==> src/rtl/bus_pkg.sv <==
`default_nettype none
// ============================================================================
//  Module      : bus_pkg
//  Description : Shared types and constants for the 8088-style bus cycle
//                controller: bus-cycle state encoding, default bus widths,
//                the default watchdog limit and the wait-counter width.
//  Revision    : 1.0 - initial release
// ============================================================================
package bus_pkg;

    // Bus-cycle states: T1 address phase, T2 strobe setup, T3/TW data phase,
    // T4 completion / response.
    typedef enum logic [2:0] {
        IDLE = 3'd0,
        T1   = 3'd1,
        T2   = 3'd2,
        T3   = 3'd3,
        TW   = 3'd4,
        T4   = 3'd5
    } bus_state_t;

    localparam int DEFAULT_DATA_WIDTH    = 8;
    localparam int DEFAULT_ADDRESS_WIDTH = 20;
    localparam int DEFAULT_WAIT_LIMIT    = 15;

    // Width needed to hold a wait count in the range 0..limit inclusive.
    function automatic int wait_cnt_width(input int limit);
        return $clog2(limit + 1);
    endfunction

    localparam int WAIT_CNT_WIDTH = $clog2(DEFAULT_WAIT_LIMIT + 1);

endpackage : bus_pkg
`default_nettype wire

==> src/rtl/bus_cycle_controller_if.sv <==
`default_nettype none
// ============================================================================
//  Module      : bus_cycle_controller_if
//  Description : Groups the CPU request/response port and the memory-side
//                strobes of the bus cycle controller.
//                  master : CPU + memory side (drives requests, READY, rdata)
//                  slave  : the controller itself
//  Ports       : none (signal bundle only)
//                  req_valid/req_ready/req_write/req_addr/req_wdata - request
//                  bus_ready                                        - READY
//                  ale, mem_wr_*, mem_rd_*                          - memory
//                  resp_valid/resp_rdata/resp_err                   - response
//  Revision    : 1.0 - initial release
// ============================================================================
interface bus_cycle_controller_if
    import bus_pkg::*;
#(
    parameter int DATA_WIDTH    = DEFAULT_DATA_WIDTH,
    parameter int ADDRESS_WIDTH = DEFAULT_ADDRESS_WIDTH
) ();

    // CPU request port
    logic                     req_valid;
    logic                     req_ready;
    logic                     req_write;
    logic [ADDRESS_WIDTH-1:0] req_addr;
    logic [DATA_WIDTH-1:0]    req_wdata;

    // 8088 READY
    logic                     bus_ready;

    // Memory side
    logic                     ale;
    logic                     mem_wr_en;
    logic [ADDRESS_WIDTH-1:0] mem_wr_addr;
    logic [DATA_WIDTH-1:0]    mem_wr_data;
    logic                     mem_rd_en;
    logic [ADDRESS_WIDTH-1:0] mem_rd_addr;
    logic [DATA_WIDTH-1:0]    mem_rd_data;

    // Response
    logic                     resp_valid;
    logic [DATA_WIDTH-1:0]    resp_rdata;
    logic                     resp_err;

    modport master (
        output req_valid, req_write, req_addr, req_wdata, bus_ready, mem_rd_data,
        input  req_ready, ale, mem_wr_en, mem_wr_addr, mem_wr_data,
               mem_rd_en, mem_rd_addr, resp_valid, resp_rdata, resp_err
    );

    modport slave (
        input  req_valid, req_write, req_addr, req_wdata, bus_ready, mem_rd_data,
        output req_ready, ale, mem_wr_en, mem_wr_addr, mem_wr_data,
               mem_rd_en, mem_rd_addr, resp_valid, resp_rdata, resp_err
    );

endinterface : bus_cycle_controller_if
`default_nettype wire

==> src/rtl/bus_wait_counter.sv <==
`default_nettype none
// ============================================================================
//  Module      : bus_wait_counter
//  Description : Counts consecutive wait states of one bus cycle and flags
//                when the count has reached WAIT_LIMIT. Saturates at the
//                limit so it can never wrap back to a "safe" value.
//  Ports       : clk         - clock
//                rst         - asynchronous active-high reset
//                i_clear     - zero the count (new transfer accepted)
//                i_incr      - one more wait state inserted
//                o_limit_hit - count == WAIT_LIMIT
//  Revision    : 1.0 - initial release
// ============================================================================
module bus_wait_counter
    import bus_pkg::*;
#(
    parameter int WAIT_LIMIT = DEFAULT_WAIT_LIMIT
) (
    input  wire clk,
    input  wire rst,
    input  wire i_clear,
    input  wire i_incr,
    output wire o_limit_hit
);

    localparam int CNT_WIDTH = wait_cnt_width(WAIT_LIMIT);
    localparam logic [CNT_WIDTH-1:0] C_LIMIT = CNT_WIDTH'(WAIT_LIMIT);
    localparam logic [CNT_WIDTH-1:0] C_ONE   = CNT_WIDTH'(1);

    logic [CNT_WIDTH-1:0] r_count;
    logic                 w_at_limit;

    assign w_at_limit  = (r_count == C_LIMIT);
    assign o_limit_hit = w_at_limit;

    always_ff @(posedge clk or posedge rst) begin
        if (rst) begin
            r_count <= '0;
        end else if (i_clear) begin
            r_count <= '0;
        end else if (i_incr && !w_at_limit) begin
            r_count <= r_count + C_ONE;
        end
    end

endmodule : bus_wait_counter
`default_nettype wire

==> src/rtl/bus_cycle_controller.sv <==
`default_nettype none
// ============================================================================
//  Module      : bus_cycle_controller
//  Description : Sequences 8088-style T1-T2-T3-[Tw]-T4 bus cycles between a
//                CPU request port and a byte-wide memory. One transfer in
//                flight; wait states are inserted while READY is low and a
//                watchdog aborts the cycle after WAIT_LIMIT wait states.
//  Ports       : clk - clock, all state on the rising edge
//                rst - asynchronous active-high reset
//                bus - bus_cycle_controller_if.slave (request, READY, memory
//                      strobes/addresses/data, response)
//  Revision    : 1.0 - initial release
// ============================================================================
module bus_cycle_controller
    import bus_pkg::*;
#(
    parameter int DATA_WIDTH    = DEFAULT_DATA_WIDTH,
    parameter int ADDRESS_WIDTH = DEFAULT_ADDRESS_WIDTH,
    parameter int WAIT_LIMIT    = DEFAULT_WAIT_LIMIT
) (
    input  wire                    clk,
    input  wire                    rst,
    bus_cycle_controller_if.slave  bus
);

    // ------------------------------------------------------------------
    // State and latched transfer
    // ------------------------------------------------------------------
    bus_state_t               r_state;
    bus_state_t               w_next;

    logic [ADDRESS_WIDTH-1:0] r_addr;
    logic [DATA_WIDTH-1:0]    r_wdata;
    logic                     r_write;
    logic                     r_err;
    logic [DATA_WIDTH-1:0]    r_rdata;

    // ------------------------------------------------------------------
    // Decoded control
    // ------------------------------------------------------------------
    logic w_req_ready;
    logic w_accept;
    logic w_data_phase;
    logic w_capture;
    logic w_abort;
    logic w_wait_incr;
    logic w_limit_hit;

    assign w_req_ready  = (r_state == IDLE) || (r_state == T4);
    assign w_accept     = bus.req_valid && w_req_ready;
    assign w_data_phase = (r_state == T3) || (r_state == TW);

    bus_wait_counter #(
        .WAIT_LIMIT (WAIT_LIMIT)
    ) u_wait_counter (
        .clk         (clk),
        .rst         (rst),
        .i_clear     (w_accept),
        .i_incr      (w_wait_incr),
        .o_limit_hit (w_limit_hit)
    );

    // ------------------------------------------------------------------
    // FSM: state register
    // ------------------------------------------------------------------
    always_ff @(posedge clk or posedge rst) begin
        if (rst) begin
            r_state <= IDLE;
        end else begin
            r_state <= w_next;
        end
    end

    // ------------------------------------------------------------------
    // FSM: next state and per-cycle actions
    // ------------------------------------------------------------------
    always_comb begin
        w_next      = r_state;
        w_capture   = 1'b0;
        w_abort     = 1'b0;
        w_wait_incr = 1'b0;

        unique case (r_state)
            IDLE: begin
                if (w_accept) begin
                    w_next = T1;
                end
            end
            T1: begin
                w_next = T2;
            end
            T2: begin
                w_next = T3;
            end
            T3, TW: begin
                if (bus.bus_ready) begin
                    // READY wins over the watchdog: a cycle that completes on
                    // the limit-th wait state is still a good cycle.
                    w_next    = T4;
                    w_capture = !r_write;
                end else if ((r_state == TW) && w_limit_hit) begin
                    w_next  = T4;
                    w_abort = 1'b1;
                end else begin
                    w_next      = TW;
                    w_wait_incr = 1'b1;
                end
            end
            T4: begin
                // Accepting here chains straight into T1 so back-to-back
                // transfers run with no idle gap.
                w_next = w_accept ? T1 : IDLE;
            end
            default: begin
                w_next = IDLE;
            end
        endcase
    end

    // ------------------------------------------------------------------
    // Transfer latches, error flag and read-data capture
    // ------------------------------------------------------------------
    always_ff @(posedge clk or posedge rst) begin
        if (rst) begin
            r_addr  <= '0;
            r_wdata <= '0;
            r_write <= 1'b0;
            r_err   <= 1'b0;
            r_rdata <= '0;
        end else begin
            if (w_accept) begin
                r_addr  <= bus.req_addr;
                r_wdata <= bus.req_wdata;
                r_write <= bus.req_write;
                r_err   <= 1'b0;
            end else if (w_abort) begin
                r_err   <= 1'b1;
            end

            if (w_capture) begin
                r_rdata <= bus.mem_rd_data;
            end
        end
    end

    // ------------------------------------------------------------------
    // Outputs. Strobes decode straight from the state register so that an
    // asynchronous reset drops them immediately.
    // ------------------------------------------------------------------
    assign bus.req_ready   = w_req_ready;
    assign bus.ale         = (r_state == T1);

    // The write strobe follows READY combinationally, so exactly one write
    // lands, in the data-phase cycle that completes the transfer.
    assign bus.mem_wr_en   = r_write && w_data_phase && bus.bus_ready;
    assign bus.mem_rd_en   = !r_write && ((r_state == T2) || w_data_phase);

    assign bus.mem_wr_addr = r_addr;
    assign bus.mem_rd_addr = r_addr;
    assign bus.mem_wr_data = r_wdata;

    assign bus.resp_valid  = (r_state == T4);
    assign bus.resp_err    = (r_state == T4) && r_err;
    assign bus.resp_rdata  = r_rdata;

endmodule : bus_cycle_controller
`default_nettype wire

==> src/flat_wrapper.sv <==
// flat-port wrapper written by rule: the top's interface ports become plain ports
module bus_cycle_controller_flat import bus_pkg::*;
#(
    parameter int DATA_WIDTH    = DEFAULT_DATA_WIDTH,
    parameter int ADDRESS_WIDTH = DEFAULT_ADDRESS_WIDTH,
    parameter int WAIT_LIMIT    = DEFAULT_WAIT_LIMIT
)
  (clk, rst, bus_req_valid, bus_req_write, bus_req_addr, bus_req_wdata, bus_bus_ready, bus_mem_rd_data, bus_req_ready, bus_ale, bus_mem_wr_en, bus_mem_wr_addr, bus_mem_wr_data, bus_mem_rd_en, bus_mem_rd_addr, bus_resp_valid, bus_resp_rdata, bus_resp_err);
  bus_cycle_controller_if #(.DATA_WIDTH(DATA_WIDTH), .ADDRESS_WIDTH(ADDRESS_WIDTH)) bus_i ();
  input  wire clk;
  input  wire rst;
  input wire logic [$bits(bus_i.req_valid)-1:0] bus_req_valid;
  input wire logic [$bits(bus_i.req_write)-1:0] bus_req_write;
  input wire logic [$bits(bus_i.req_addr)-1:0] bus_req_addr;
  input wire logic [$bits(bus_i.req_wdata)-1:0] bus_req_wdata;
  input wire logic [$bits(bus_i.bus_ready)-1:0] bus_bus_ready;
  input wire logic [$bits(bus_i.mem_rd_data)-1:0] bus_mem_rd_data;
  output wire logic [$bits(bus_i.req_ready)-1:0] bus_req_ready;
  output wire logic [$bits(bus_i.ale)-1:0] bus_ale;
  output wire logic [$bits(bus_i.mem_wr_en)-1:0] bus_mem_wr_en;
  output wire logic [$bits(bus_i.mem_wr_addr)-1:0] bus_mem_wr_addr;
  output wire logic [$bits(bus_i.mem_wr_data)-1:0] bus_mem_wr_data;
  output wire logic [$bits(bus_i.mem_rd_en)-1:0] bus_mem_rd_en;
  output wire logic [$bits(bus_i.mem_rd_addr)-1:0] bus_mem_rd_addr;
  output wire logic [$bits(bus_i.resp_valid)-1:0] bus_resp_valid;
  output wire logic [$bits(bus_i.resp_rdata)-1:0] bus_resp_rdata;
  output wire logic [$bits(bus_i.resp_err)-1:0] bus_resp_err;
  assign bus_i.req_valid = bus_req_valid;
  assign bus_i.req_write = bus_req_write;
  assign bus_i.req_addr = bus_req_addr;
  assign bus_i.req_wdata = bus_req_wdata;
  assign bus_i.bus_ready = bus_bus_ready;
  assign bus_i.mem_rd_data = bus_mem_rd_data;
  assign bus_req_ready = bus_i.req_ready;
  assign bus_ale = bus_i.ale;
  assign bus_mem_wr_en = bus_i.mem_wr_en;
  assign bus_mem_wr_addr = bus_i.mem_wr_addr;
  assign bus_mem_wr_data = bus_i.mem_wr_data;
  assign bus_mem_rd_en = bus_i.mem_rd_en;
  assign bus_mem_rd_addr = bus_i.mem_rd_addr;
  assign bus_resp_valid = bus_i.resp_valid;
  assign bus_resp_rdata = bus_i.resp_rdata;
  assign bus_resp_err = bus_i.resp_err;
  bus_cycle_controller #(.DATA_WIDTH(DATA_WIDTH), .ADDRESS_WIDTH(ADDRESS_WIDTH), .WAIT_LIMIT(WAIT_LIMIT)) u_core (.clk(clk), .rst(rst), .bus(bus_i));
endmodule
==> config.mk <==
export PLATFORM = sky130hd
export DESIGN_NAME = bus_cycle_controller_flat
export DESIGN_NICKNAME = d
export VERILOG_FILES = /design/src/rtl/bus_pkg.sv /design/src/rtl/bus_cycle_controller_if.sv /design/src/rtl/bus_wait_counter.sv /design/src/rtl/bus_cycle_controller.sv /design/src/flat_wrapper.sv
export SDC_FILE = /design/constraint.sdc
export NUM_CORES = 1
export LEC_CHECK = 0
export CAP_MARGIN = 20
export CORE_MARGIN = 4
export CORE_UTILIZATION = 38
export CTS_BUF_LIST = sky130_fd_sc_hd__clkbuf_2
export DETAILED_ROUTE_END_ITERATION = 16
export HOLD_SLACK_MARGIN = 0.15
export PLACE_DENSITY = 0.77
export SETUP_SLACK_MARGIN = 0.1
export SLEW_MARGIN = 10
export SYNTH_ARGS = -nofsm -noshare
export SYNTH_HDL_FRONTEND = slang
export SYNTH_SLANG_ARGS = --single-unit
==> constraint.sdc <==
create_clock -name clk -period 4.25 [get_ports clk]
set_input_delay 1.275 -clock clk [delete_from_list [all_inputs] [get_ports clk]]
set_output_delay 1.275 -clock clk [all_outputs]
set_load 0.02 [all_outputs]
==> results of run 1 <==
==> synthesized netlist by cell type, types with 2 or more instances <==
cell      n
dfrtp_1  45
mux2_2   36
buf_4    20
buf_2     5
nor2_1    5
inv_1     4
a21oi_1   3
nor2b_1   3
o21ai_0   3
a31oi_1   2
and3_1    2
nand2_1   2
nand3_1   2
nor3b_4   2
==> per-stage QoR <==
stage | hold WS, ns | area [um2] | setup slack (ns) | total power (uW) | std cells
floorplan | 0.4545 | 2019 | 1.454 | 1663 | 151
finish | 0.5336 | 3017 | 0.3841 | 2369 | 307
global route | 0.5618 | 3017 | 0.3126 | 2521 | 307
CTS | 0.5392 | 2997 | 0.3798 | 2405 | 306
detailed placement | 0.4942 | 2960 | 0.3790 | 2233 | 299
global placement | 0.4804 | 2960 | 0.3968 | 2199 | 299
==> state kept, by name, summed over array words and instances, names as in the netlist <==
signal,cells
u_core.bus.mem_rd_addr,20
u_core.bus.mem_wr_data,8
u_core.bus.resp_rdata,8
u_core.r_err,1
u_core.r_state,3
u_core.r_write,1
u_core.u_wait_counter.r_count,4
==> cell type report <==
class / count / area [um2] / area share, %
well taps: 70 / 87.58 / 2.903
clock inverters: 2 / 11.26 / 0.3733
multi-input cells: 77 / 703.2 / 23.31
repair buffers: 104 / 1049 / 34.76
flip-flops and latches: 45 / 1126 / 37.33
inverters: 4 / 15.01 / 0.4977
clock buffers: 5 / 25.02 / 0.8295
==> layer usage <==
metal  up-vias  share of wire (%)  GRT usage [%]
met1       679                 38          16.64
li1        677                  -              -
met5         -                  0              0
met2        67                 49          23.32
met3         5                 12          7.539
met4         0               0.72          4.054
==> cells by family after synthesis <==
family / count (synthesis) / synth area share (%)
AO/OA/AOI/OAI: 12 / 3.594
XOR/XNOR: 2 / 0.8676
adder cells (fa/ha/maj): 1 / 0.6195
buffers and inverters: 29 / 9.417
flip-flops: 45 / 55.76
multiplexers: 38 / 21.13
AND/OR/NAND/NOR: 24 / 8.613
==> critical path, delay by kind of cell <==
kind          cells  cell delay, ns
buf+inv           2            1.14
simple gates      1            0.18
==> final timing paths <==
| path | to | cells after the start | startpoint |
|---|---|---|---|
| setup / recovery | bus_mem_wr_en | 3 | bus_bus_ready |
| hold / removal | u_core.bus.resp_rdata[0]$_DFFE_PP0P_ | 1 | u_core.bus.resp_rdata[0]$_DFFE_PP0P_ |
| setup reg to reg | u_core.bus.resp_rdata[7]$_DFFE_PP0P_ | 4 | u_core.r_state[1]$_DFFE_PP0P_ |
| hold reg to reg | u_core.bus.resp_rdata[0]$_DFFE_PP0P_ | 1 | u_core.bus.resp_rdata[0]$_DFFE_PP0P_ |
| max in group asynchronous | u_core.bus.mem_rd_addr[7]$_DFFE_PP0P_ | 3 | rst |
| min in group asynchronous | u_core.bus.resp_rdata[6]$_DFFE_PP0P_ | 2 | rst |
==> power by group <==
part	leakage (uW)	internal (uW)	switching, uW
registers	0.000544	628	160
clock network	0.0000225	35.4	130
logic	0.000676	760	656
total	0.00124	1420	945
==> results.md, run 1 <==
* Clk buf depth at 2
* Peak VDD IR at 0.0003759 V
* Die footprint at 0.006545 mm2
* Type of the most critical hold path: register to register
* Die H at 80.90 um
* Clock Skews at 0.02262 ns
* Post-DR wirelength/cell at 14.44 um
* Critical Path, Cell by Cell: clkdlybuf4s50_1, and3_1, clkdlybuf4s50_1
* YS warnings at 0
* Synth area leaders: dfrtp_1 56%, mux2_2 20%, buf_4 7.4%
* Initial DRC count at 34
* Slowest library cell on the worst path: clkdlybuf4s50_1
* Seq/Total Area, Yosys at 55.76%
* Leading area contributor after synthesis: dfrtp_1
* Vias at 1428
* Pins Over Slew Limit at 0
* Antenna violations before repair at 0
* Final HPWL from detailed placement at 3279 um
* RSZ-0062 raised after global routing: no
* H-tree depth at 2
* Maxcap violations at 0
* DR vias/cell at 4.651
* Static leakage at 0.001242 uW
* Normalized max-slew margin at 66.56%
* Routed Antenna Nets at 0
* CTS tree: built
* Worst-Margin Slew at 0.5011 ns
* Top Ports at 103
* Final core utilization at 58.69%
* Final Critical Period at 3.866 ns
* Hold Vio Cnt, Final at 0
* Core Rows at 26
* EDFF count, synth at 0
* Die W at 80.90 um
* Clk sinks at 45
* Final WL at 4434 um
* Vias in the first global route at 1517
* Layout cell share with drive strength beyond 1 at 20.68%
* Resize count post-CTS at 0
* Post-synth top area share at 55.76%
* Period utilisation layout at 90.96%
* Remaining routing DRC violations at 0
* Synth Instances at 151
* Core ar. at 0.005140 mm2
* Syn Std Cell Area at 0.002019 mm2
* Power Density at 785.2 mW/mm2
* Post-CTS setup buffer count at 0
* Total gr overflow at 0
* Clock root cell: clkbuf_2
* Yosys cell types at 31
* Async set-reset flop share out of synthesis at 100.0%
* Commonest non-fill, non-tap cell in the layout: clkdlybuf4s50_1
* Startpoint types: primary input
* First-pass GRT wire length at 7203 um
* P&R area growth vs syn at 49.38%
* Post-synth top flop: dfrtp_1
* Largest net degree at the start of global routing at 46
* Flip-flop and latch count after synthesis at 45
* Commonest cells after routing, fill and taps aside: 102 x clkdlybuf4s50_1, 45 x dfrtp_1, 36 x mux2_2
* Gpl congestion at 0.8056
* Antenna Cells at 0
* TritonRoute pass-1 iters at 4
* Fin nets at 279
* Port-buffer cells at 102
* Fin Setup TNS at 0 ns
* Crit-path max cell delay at 0.60 ns
* CTS Buf Count at 5
* WP data required at 2.97 ns
* Maximum clock rate at 258.7 MHz
* Worst setup path class: primary input to output pin
* CTS Hold Bufs at 0
* R2R Setup Slk at 2.20 ns
* Total track usage at 14.40%
* Cell mode on critical path: clkdlybuf4s50_1
* Setup violation total in the final timing report at 0
* Filler cells at 464
* Avg Cell Area, Syn at 13.37 um2
* Outcome: completed
* Clk slew on worst S/H paths at 0.21 ns
* Syn_nets at 193
* Clk Latency, worst-skew pair at 0.40 ns
* Critical Path AT at 2.59 ns
* CP Capture Type: output pin
* Worst-path maximum fanout at 5
* Starting Density at 39.29%
Power figures use the tool's default switching activity.
==> run 2: changes to the inputs <==
--- a/config.mk
+++ b/config.mk
@@ -6,12 +6,14 @@
 export NUM_CORES = 1
 export LEC_CHECK = 0
 export CAP_MARGIN = 20
+export CELL_PAD_IN_SITES_DETAIL_PLACEMENT = 1
+export CELL_PAD_IN_SITES_GLOBAL_PLACEMENT = 1
 export CORE_MARGIN = 4
-export CORE_UTILIZATION = 38
+export CORE_UTILIZATION = 33
 export CTS_BUF_LIST = sky130_fd_sc_hd__clkbuf_2
 export DETAILED_ROUTE_END_ITERATION = 16
 export HOLD_SLACK_MARGIN = 0.15
-export PLACE_DENSITY = 0.77
+export PLACE_DENSITY_LB_ADDON = 0.1
 export SETUP_SLACK_MARGIN = 0.1
 export SLEW_MARGIN = 10
 export SYNTH_ARGS = -nofsm -noshare
==> run 2 against run 1 <==
Against the previous run: die area up 14%; core utilization shrank 7.0 points; routed wire length up 18%; critical path type unchanged; largest cell class unchanged.
==> results.md, run 2 (same netlist as run 1, synthesis figures left out) <==
* Period utilisation layout at 91.08% (+0.12 points)
* CP Capture Type: output pin
* Startpoint types: primary input
* Die footprint at 0.007435 mm2 (+14%)
* Clk buf depth at 2 (unchanged)
* Starting Density at 34.11% (-5.2 points)
* Post-DR wirelength/cell at 16.62 um (+15%)
* Core Rows at 28 (+7.7%)
* Worst-path maximum fanout at 5 (unchanged)
* Antenna violations before repair at 0 (unchanged)
* Resize count post-CTS at 0 (unchanged)
* Initial DRC count at 44 (+29%)
* CTS tree: built
* Clock root cell: clkbuf_2
* Gpl congestion at 0.8071 (+0.19%)
* Normalized max-slew margin at 68.00% (+1.4 points)
* DR vias/cell at 4.640 (-0.24%)
* Pins Over Slew Limit at 0 (unchanged)
* Static leakage at 0.001266 uW (+1.9%)
* Vias at 1457 (+2.0%)
* Clk sinks at 45 (unchanged)
* Worst setup path class: primary input to output pin
* Top Ports at 103 (unchanged)
* Layout cell share with drive strength beyond 1 at 21.34% (+0.66 points)
* WP data required at 2.97 ns (about the same)
* Worst-Margin Slew at 0.4749 ns (-0.02616 ns)
* Fin nets at 280 (+0.36%)
* Commonest non-fill, non-tap cell in the layout: clkdlybuf4s50_1
* First-pass GRT wire length at 8321 um (+16%)
* RSZ-0062 raised after global routing: no
* Commonest cells after routing, fill and taps aside: 102 x clkdlybuf4s50_1, 45 x dfrtp_1, 36 x mux2_2
* Routed Antenna Nets at 0 (unchanged)
* Setup violation total in the final timing report at 0 (unchanged)
* Post-CTS setup buffer count at 0 (unchanged)
* Clk slew on worst S/H paths at 0.21 ns (about the same)
* Antenna Cells at 0 (unchanged)
* Max reg flops at 20 (unchanged)
* Final WL at 5219 um (+18%)
* Core ar. at 0.005921 mm2 (+15%)
* Outcome: completed
* Fin Setup TNS at 0 ns (unchanged)
* R2R Setup Slk at 2.17 ns (-0.03 ns)
* Port-buffer cells at 102 (unchanged)
* Maxcap violations at 0 (unchanged)
* Total gr overflow at 0 (unchanged)
* H-tree depth at 2 (unchanged)
* Pwr Total at 2471 uW (+4.3%)
* CTS Buf Count at 5 (unchanged)
* Placed insts at 305 (+2.0%)
* Maximum clock rate at 258.3 MHz (-0.13%)
* TritonRoute pass-1 iters at 4 (unchanged)
* Final HPWL from detailed placement at 4092 um (+25%)
* Filler cells at 611 (+32%)
* CTS Hold Bufs at 0 (unchanged)
* Die W at 86.23 um (+6.6%)
* Register area at 0.001126 mm2 (unchanged)
* Remaining routing DRC violations at 0 (unchanged)
* Power Density at 807.9 mW/mm2 (+2.9%)
* Total track usage at 14.53% (+0.14 points)
* Clk Latency, worst-skew pair at 0.40 ns (about the same)
* Hold Vio Cnt, Final at 0 (unchanged)
* Largest net degree at the start of global routing at 46 (unchanged)
* Final Critical Period at 3.871 ns (+0.004974 ns)
* Critical Path AT at 2.60 ns (about the same)
* Die H at 86.23 um (+6.6%)
* Area of the multi-input gates at 703.2 um2 (unchanged)
* Peak VDD IR at 0.0003227 V (-14%)
* P&R area growth vs syn at 51.42%
* Non-Filler Instances at 314 (+2.3%)
* Vias in the first global route at 1571 (+3.6%)
* Type of the most critical hold path: register to register
* Clock Skews at 0.02629 ns (+0.003672 ns)
-- run 2: cell types whose count changed in the layout (fill, tap and decap cells not counted), sizes merged --
cell,change
bufinv,+1
clkinvlp,-1
clkbuf,+1
buf,+1
-- run 2: through the flow --
step           area (um2)  util, %  hold WS (ns)  worst slack (ns)
2_1_floorplan        2019        -        0.4545             1.454
3_3_place_gp         2974    50.23        0.4906            0.3874
3_5_place_dp         2974    50.23        0.4956            0.3657
4_1_cts              3038    51.31        0.5415            0.3623
5_1_grt              3058    51.65        0.5607            0.3154
6_report             3058    51.65        0.5349            0.3791
-- run 2: worst paths after layout --
kind,end,depth (start not counted),startpoint
worst max-delay path,bus_mem_wr_en,3,bus_bus_ready
max in group asynchronous,u_core.bus.mem_wr_data[3]$_DFFE_PP0P_,3,rst
worst max register to register,u_core.bus.resp_rdata[4]$_DFFE_PP0P_,4,u_core.r_state[1]$_DFFE_PP0P_
worst min register to register,u_core.bus.mem_wr_data[3]$_DFFE_PP0P_,1,u_core.bus.mem_wr_data[3]$_DFFE_PP0P_
worst min-delay path,u_core.bus.mem_wr_data[3]$_DFFE_PP0P_,1,u_core.bus.mem_wr_data[3]$_DFFE_PP0P_
min in group asynchronous,u_core.bus.mem_rd_addr[2]$_DFFE_PP0P_,2,rst
-- run 2: routing by layer --
metal	vias up	track usage [%]	routed length, um
li1	679	-	-
met1	724	15.60	1871
met2	50	26.56	2894
met3	4	5.703	410
met4	0	3.824	43
met5	-	0	0
-- run 2: where the power goes --
| group | total [uW] | internal, uW | switching, uW |
|---|---|---|---|
| Combinational | 1440 | 765 | 671 |
| Sequential | 798 | 628 | 170 |
| Clock | 237 | 100 | 137 |
-- run 2: area by class of cell --
cell class | count | area share, %
clock buffers | 6 | 0.9820
multi-input cells | 77 | 23.00
repair buffers | 105 | 34.53
flip-flops and latches | 45 | 36.82
inverters | 4 | 0.4910
well taps | 75 | 3.069
clock inverters | 2 | 1.105
-- run 2: worst max-delay path: stages --
cell             delay, ns
clkdlybuf4s50_1       0.55
and3_1                0.18
clkdlybuf4s50_1       0.60
